<file path="src/rtl/uart_rx_ctrl.sv">
// UART receive controller: line sync, start detection, bit-centre timing and control of an external
// LSB-first SIPO shift register. Parity checking is built in when UART_RX_PARITY_EN is defined.
module uart_rx_ctrl #(
    parameter int unsigned BaudDiv   = 434,
    parameter int unsigned Width     = 8,
    parameter int unsigned ParityOdd = 0
) (
    input  logic       clk_i,
    input  logic       rst_i,
    input  logic       rx_i,
    output logic       din_o,
    output logic [1:0] op_o,
    output logic       busy_o,
    output logic       done_o,
    output logic       frame_err_o
`ifdef UART_RX_PARITY_EN
    ,
    output logic       parity_err_o
`endif
);
    localparam int unsigned CntW = $clog2(BaudDiv);
    localparam int unsigned BitW = $clog2(Width + 1);
    localparam int unsigned Half = BaudDiv / 2;

    localparam logic [1:0] OpClear = 2'b00;
    localparam logic [1:0] OpHold  = 2'b01;
    localparam logic [1:0] OpShift = 2'b10;

    typedef enum logic [2:0] {
        S_IDLE   = 3'd0,
        S_START  = 3'd1,
        S_DATA   = 3'd2,
        S_PARITY = 3'd3,
        S_STOP   = 3'd4
    } state_t;

    if ((BaudDiv < 4) || ((BaudDiv % 2) != 0) || (ParityOdd > 1)) begin : g_param_check
        $error("uart_rx_ctrl: BaudDiv must be even and >= 4, ParityOdd must be 0 or 1");
    end

    state_t            r_state;
    state_t            w_state_nxt;
    logic              r_rx_m;
    logic              r_rx_s;
    logic              r_rx_q;
    logic [1:0]        r_vld;
    logic              r_armed;
    logic [CntW-1:0]   r_cnt;
    logic [BitW-1:0]   r_bit;
    logic              r_done;
    logic              r_frame_err;
    logic              w_fe;
    logic              w_half;
    logic              w_centre;
    logic              w_last;
`ifdef UART_RX_PARITY_EN
    logic              r_par;
    logic              r_par_bad;
    logic              r_parity_err;
`endif

    // Reset preloads ones; only arm edge detection once a genuine high has reached rx_s.
    always_ff @(posedge clk_i) begin
        if (rst_i) begin
            r_rx_m  <= 1'b1;
            r_rx_s  <= 1'b1;
            r_rx_q  <= 1'b1;
            r_vld   <= 2'b00;
            r_armed <= 1'b0;
        end else begin
            r_rx_m <= rx_i;
            r_rx_s <= r_rx_m;
            r_rx_q <= r_rx_s;
            r_vld  <= {r_vld[0], 1'b1};
            if (r_vld[1] && r_rx_s) begin
                r_armed <= 1'b1;
            end
        end
    end

    assign w_fe     = r_armed & r_rx_q & ~r_rx_s;
    assign w_half   = (r_cnt == CntW'(Half - 1));
    assign w_centre = (r_cnt == CntW'(BaudDiv - 1));
    assign w_last   = (r_bit == BitW'(Width - 1));

    always_ff @(posedge clk_i) begin
        if (rst_i) begin
            r_state <= S_IDLE;
        end else begin
            r_state <= w_state_nxt;
        end
    end

    always_comb begin
        w_state_nxt = r_state;
        case (r_state)
            S_IDLE:   if (w_fe) w_state_nxt = S_START;
            S_START:  if (w_half) w_state_nxt = r_rx_s ? S_IDLE : S_DATA;
`ifdef UART_RX_PARITY_EN
            S_DATA:   if (w_centre && w_last) w_state_nxt = S_PARITY;
            S_PARITY: if (w_centre) w_state_nxt = S_STOP;
`else
            S_DATA:   if (w_centre && w_last) w_state_nxt = S_STOP;
`endif
            S_STOP:   if (w_centre) w_state_nxt = S_IDLE;
            default:  w_state_nxt = S_IDLE;
        endcase
    end

    always_comb begin
        op_o   = OpHold;
        busy_o = (r_state != S_IDLE);
        case (r_state)
            S_IDLE:  if (w_fe) op_o = OpClear;
            S_DATA:  if (w_centre) op_o = OpShift;
            default: op_o = OpHold;
        endcase
    end

    assign din_o = r_rx_s;

    // Bit timing, bit index, completion pulse and error flags.
    always_ff @(posedge clk_i) begin
        if (rst_i) begin
            r_cnt        <= '0;
            r_bit        <= '0;
            r_done       <= 1'b0;
            r_frame_err  <= 1'b0;
`ifdef UART_RX_PARITY_EN
            r_par        <= 1'b0;
            r_par_bad    <= 1'b0;
            r_parity_err <= 1'b0;
`endif
        end else begin
            r_done <= 1'b0;
            case (r_state)
                S_IDLE: begin
                    if (w_fe) begin
                        r_cnt       <= '0;
                        r_frame_err <= 1'b0;
`ifdef UART_RX_PARITY_EN
                        r_par        <= 1'b0;
                        r_parity_err <= 1'b0;
`endif
                    end
                end
                S_START: begin
                    if (w_half) begin
                        r_cnt <= '0;
                        r_bit <= '0;
                    end else begin
                        r_cnt <= r_cnt + CntW'(1);
                    end
                end
                S_DATA: begin
                    if (w_centre) begin
                        r_cnt <= '0;
                        r_bit <= r_bit + BitW'(1);
`ifdef UART_RX_PARITY_EN
                        r_par <= r_par ^ r_rx_s;
`endif
                    end else begin
                        r_cnt <= r_cnt + CntW'(1);
                    end
                end
`ifdef UART_RX_PARITY_EN
                S_PARITY: begin
                    if (w_centre) begin
                        r_cnt     <= '0;
                        r_par_bad <= r_par ^ r_rx_s ^ 1'(ParityOdd);
                    end else begin
                        r_cnt <= r_cnt + CntW'(1);
                    end
                end
`endif
                S_STOP: begin
                    if (w_centre) begin
                        r_cnt       <= '0;
                        r_done      <= 1'b1;
                        r_frame_err <= ~r_rx_s;
`ifdef UART_RX_PARITY_EN
                        r_parity_err <= r_par_bad;
`endif
                    end else begin
                        r_cnt <= r_cnt + CntW'(1);
                    end
                end
                default: r_cnt <= '0;
            endcase
        end
    end

    assign done_o      = r_done;
    assign frame_err_o = r_frame_err;
`ifdef UART_RX_PARITY_EN
    assign parity_err_o = r_parity_err;
`endif

endmodule
</file>
<file path="config.mk">
export PLATFORM = sky130hd
export DESIGN_NAME = uart_rx_ctrl
export DESIGN_NICKNAME = d
export VERILOG_FILES = /design/src/rtl/uart_rx_ctrl.sv
export SDC_FILE = /design/constraint.sdc
export NUM_CORES = 1
export LEC_CHECK = 0
export BUFFER_PORTS_ARGS = -buffer_cell sky130_fd_sc_hd__buf_2
export CORE_MARGIN = 2
export CORE_UTILIZATION = 45
export CTS_CLUSTER_SIZE = 40
export DETAILED_ROUTE_END_ITERATION = 10
export GPL_TIMING_DRIVEN = 0
export HOLD_SLACK_MARGIN = 0.1
export PLACE_DENSITY = 0.72
export SLEW_MARGIN = 25
export SYNTH_ARGS = -nofsm -noshare
export SYNTH_HDL_FRONTEND = slang
export SYNTH_SLANG_ARGS = --single-unit
</file>
<file path="constraint.sdc">
create_clock -name clk_i -period 2.2 [get_ports clk_i]
set_input_delay 0.11 -clock clk_i [delete_from_list [all_inputs] [get_ports clk_i]]
set_output_delay 0.11 -clock clk_i [all_outputs]
set_load 0.05 [all_outputs]
</file>
### Word level (Yosys, flattened, before mapping)

Cells that the tools add are included.

* $add $sub $neg: 2
* equality and inequality tests: 11
* multiplexer cells: 21
* bitwise gates (word level): 4
* reductions and logical operators: 11

Operator list (number)
* $mux W9: 3
* $pmux W9 S3: 1
* $mux W3: 4
* $pmux W3 S4: 1
* $ne A2 B2 Y1 const B: 5
* $add A9 B1 Y9 const B: 1
* $eq A9 B8 Y1 const B: 1
* $eq A9 B9 Y1 const B: 1
* $mux W4: 2
* $pmux W4 S2: 1
* $reduce_and A3 Y1: 2
* $mux W1: 5
* $add A4 B1 Y4 const B: 1
* $eq A4 B3 Y1 const B: 1
* $mux W2: 2
* $pmux W2 S2: 1
* $reduce_and A4 Y1: 1
* $reduce_bool A2 Y1: 2
* $reduce_or A2 Y1: 2
* $eq A3 B1 Y1 const B: 1
* $eq A3 B2 Y1 const B: 1
* $eq A3 B3 Y1 const B: 1
* $logic_not A3 Y1: 1
* $reduce_bool A3 Y1: 1
* other kinds (4): 7

* register bits after elaboration: 24
* bits of input ports: 3
* output and inout bits: 6

### Depth between registers and ports, before layout

* word-level depth: 4
* mapped depth: 8

### Worst setup path after synthesis

No wires, ideal clock.

* path kind: flip-flop to output port
* start point: reg r_state[1]
* end point: out op_o[0]
* arrival: 2.093 ns
* required time: 2.090 ns
* setup slack: -0.003 ns
* stages on the path, launching flop included: 4
* path buffers: 0
* cells stage by stage: dfxtp_1 > or3b_4 > nor4_4 > a21oi_1

* word-level cells in the longest chain between the ends: 2
* elaborated cells between the ends (all ways): 3

Ends and longest elaborated chain
* start: declaration: RTL line 41 `state_t r_state;`
* start signal: assignment: RTL line 90 `r_state <= w_state_nxt;`
* $eq A3 B2 Y1 or $logic_not A3 Y1 (tied branches): RTL line 113 `case (r_state)`
* $pmux W2 S2 (*): RTL line 113
* end: declaration: RTL line 12 `output logic [1:0] op_o,`

Mark *: on every way between the ends. The rest lies on a longest branch, timed or not.

### Worst setup path after layout

Ends and elaborated chain as after synthesis.

==> impl_metrics.csv <==
group,metric,value,unit
sta,hold_viol,0,
placement,portBuffers,8,
finish,nNetsFinal,168,
sta,fmax,0.4826,GHz
die,dieArea,3152,sq um
routing,drc_errors,0,
routing,drtIter0Drc,32,
die,initial_core_util,48.51,%
die,die_width,56.15,microns
finish,fill_cells,253,
global_route,antenna_found_initial,0,
placement,place.gp.congestion,0.8023,
critical_path,crit_type,"flip-flop to output pin",
synth,synth_largest_area_cell,"dfxtp_1",
routing,viasPerCell,5.574,
synth,synth.top_cell.area_share,39.26,%
die,ios,9,
synth,syn-mean-instance-area,8.557,sq um
critical_path,cp-start-kind,"flip-flop",
synth,ys.flop_type,"dfxtp_1",
sta,setup_ws,0.1281,ns
job,max-cap-violations,0,
synth,synth_common_cells,"dfxtp_1 (24), nand2_1 (17), nor2_1 (16), nand3_1 (9), nor3_1 (8)",
global_route,overflow,0,
sta,timing.hold.ws,0.4279,ns
synth,yosysWarnings,0,
synth,ys_types,40,
sta,finalSetupTns,0,ns
die,rows,18,
placement,post-place-ws,0.2326,ns
die,die_h,56.15,microns
synth,synth_cells,143,
hold_path,hold_path.class,"flip-flop to flip-flop",
power,powerDensity,569.0,nW/um^2
finish,area_delta_synth_final,14.83,%
critical_path,critPathArrivalTime,1.96,ns
status,status,"complete, no violations",
die,core_area,2522,sq um
clocking,clock_path_buffers,2,
critical_path,end_kind,"output pin",
routing,num_vias,1059,
routing,routed_wl,2.494,mm
clocking,clk_pin_slew,0.13,ns
clocking,cts_tree,"built",
sta,finalCritPeriodShare,94.18,%
synth,synthArstFlopShare,0,%
routing,drt-wirelength-per-cell,13.13,microns
global_route,grt_pass1_wl,4.195,mm
routing,first_pass_iters,4,
synth,synth_area_leaders,"dfxtp_1 (39%), nand2_1 (5.2%), nor2_1 (4.9%), ha_1 (4.1%), nand3_1 (3.7%)",
synth,synth_most_common_cell,"dfxtp_1",
global_route,first_global_vias,952,
clocking,cts.sinks,24,
critical_path,critPathRequiredTime,2.09,ns
synth,synth_edf_count,0,
critical_path,cp_max_fo,7,
synth,syn_area,1224,sq um
sta,final-setup-viol-count,0,
power,p_leak,0.5216,nW
clocking,cts.htree.levels,1,
finish,drive_above_1_share,19.38,%
sta,fin_skew,0.005671,ns
placement,hpwl,1.809,mm
synth,synth_seq_area_share,39.26,%
sta,final_max_slew_viol_count,0,
synth,synth_seq_cells,24,
power,peakVddDrop,676.4,uV
sta,rsz0062_at_grt,"no",
sta,worst_pin_slew,0.4801,ns
routing,detail-route-antenna-nets,0,
clocking,clk_latency,0.32,ns
global_route,grt.total_usage,16.59,%
clocking,numCtsBuffers,3,
sta,period_minus_slack,2.072,ns
finish,multi_input_area,698.2,sq um
global_route,grt_max_degree,15,
finish,antennaDiodeCount,0,
synth,synth_nets,150,
clocking,root_buffer,"clkbuf_4",
sta,slew_headroom,67.99,%
finish,seqCellArea,480.5,sq um
## logic make-up (layout without fill, tap and decap cells)
| kind of cell | after synthesis | after routing | synth area share (%) |
|---|---|---|---|
| and+or+nand+nor | 79 | 79 | 36.61 |
| AOI/OAI and AO/OA | 24 | 24 | 13.80 |
| DFF | 24 | 24 | 39.26 |
| buffers and inverters | 9 | 26 | 3.988 |
| adders and majority gates | 4 | 4 | 4.090 |
| xor gates and xnor gates | 2 | 2 | 1.432 |
| muxes | 1 | 1 | 0.8180 |
## stage by stage
stage | util [%] | total power [W] | cell area [sq um] | std cells
floorplan | - | 0.0004787 | 1227 | 143
global placement | 51.74 | 0.0004886 | 1305 | 181
detailed placement | 51.74 | 0.0004893 | 1305 | 181
CTS | 55.11 | 0.0008111 | 1390 | 188
global route | 55.70 | 0.0008331 | 1405 | 190
finish | 55.70 | 0.0007995 | 1405 | 190
## path summary, 6_finish.rpt
path	start	slack (ns)	cells past startpoint	to
worst max-delay path	r_state[1]$_SDFFE_PP0P_	0.13	5	op_o[0]
worst min-delay path	r_rx_m$_SDFF_PP1_	0.43	1	din_o$_SDFF_PP1_
worst max register to register	r_cnt[0]$_SDFFE_PP0N_	0.19	8	r_cnt[1]$_SDFFE_PP0N_
worst min register to register	r_rx_m$_SDFF_PP1_	0.43	1	din_o$_SDFF_PP1_
## routing by layer
layer	global-route usage, %	vias to the layer above	part of all wire (%)
met5	0	-	0
met4	5.442	0	0.84
met3	4.884	2	4.1
met2	25.88	16	46
met1	21.89	495	49
li1	-	546	-
## critical path: stages (launching register included)
cell     delay (ns)
dfxtp_1        0.47
or3b_4         0.45
nor4_4         0.27
buf_4          0.19
a21oi_2        0.04
buf_2          0.22
## area by class of cell
class	instances	share of cell area [%]
Inverter	5	1.336
Tap cell	30	2.671
Clock buffer	3	1.603
Timing Repair Buffer	13	6.233
Clock inverter	1	2.137
Buffer	4	2.137
Multi-Input combinational cell	110	49.69
Sequential cell	24	34.19
## flip-flops by register name, indices dropped and copies added (netlist names)
name and count:
r_cnt 9, r_bit 4, r_state 3, r_vld 2
din_o 1, done_o 1, frame_err_o 1, r_armed 1
r_rx_m 1, r_rx_q 1
## cells in the final DEF, fill, tap and decap left out, types with 2 or more instances in the layout
cell type      netlist  final
nor2_1              16     16
o21ai_0              3      3
buf_6                2      2
dlygate4sd3_1        0      3
clkbuf_4             0      3
nand2_1             17     17
buf_2                0      7
nand3_1              9      9
a31oi_1              6      6
or3_1                2      2
nand4_1              2      2
ha_1                 4      4
dfxtp_1             24     24
inv_1                5      5
a21oi_1              7      6
buf_4                0      3
a22oi_1              3      3
nor3_1               8      8
nor2b_1              2      2
clkbuf_1             2      2
or2_2                5      5
nand3b_1             4      4
## power breakdown
part | leakage (nW) | switching (W) | internal (W)
clock | 0.0279 | 0.000132 | 0.000184
combinational | 0.299 | 0.0000233 | 0.0000160
sequential | 0.195 | 0.00000353 | 0.000441
total | 0.522 | 0.000158 | 0.000641
## repair_timing
item,CTS,global route
endpoints found under the hold margin,4,0
hold buffers,3,0
cloned,0,0
pin swaps,0,1
gates resized for setup,1,0
buffers inserted,0,2
endpoints found under the setup margin,1,2
Power figures use the tool's default switching activity.
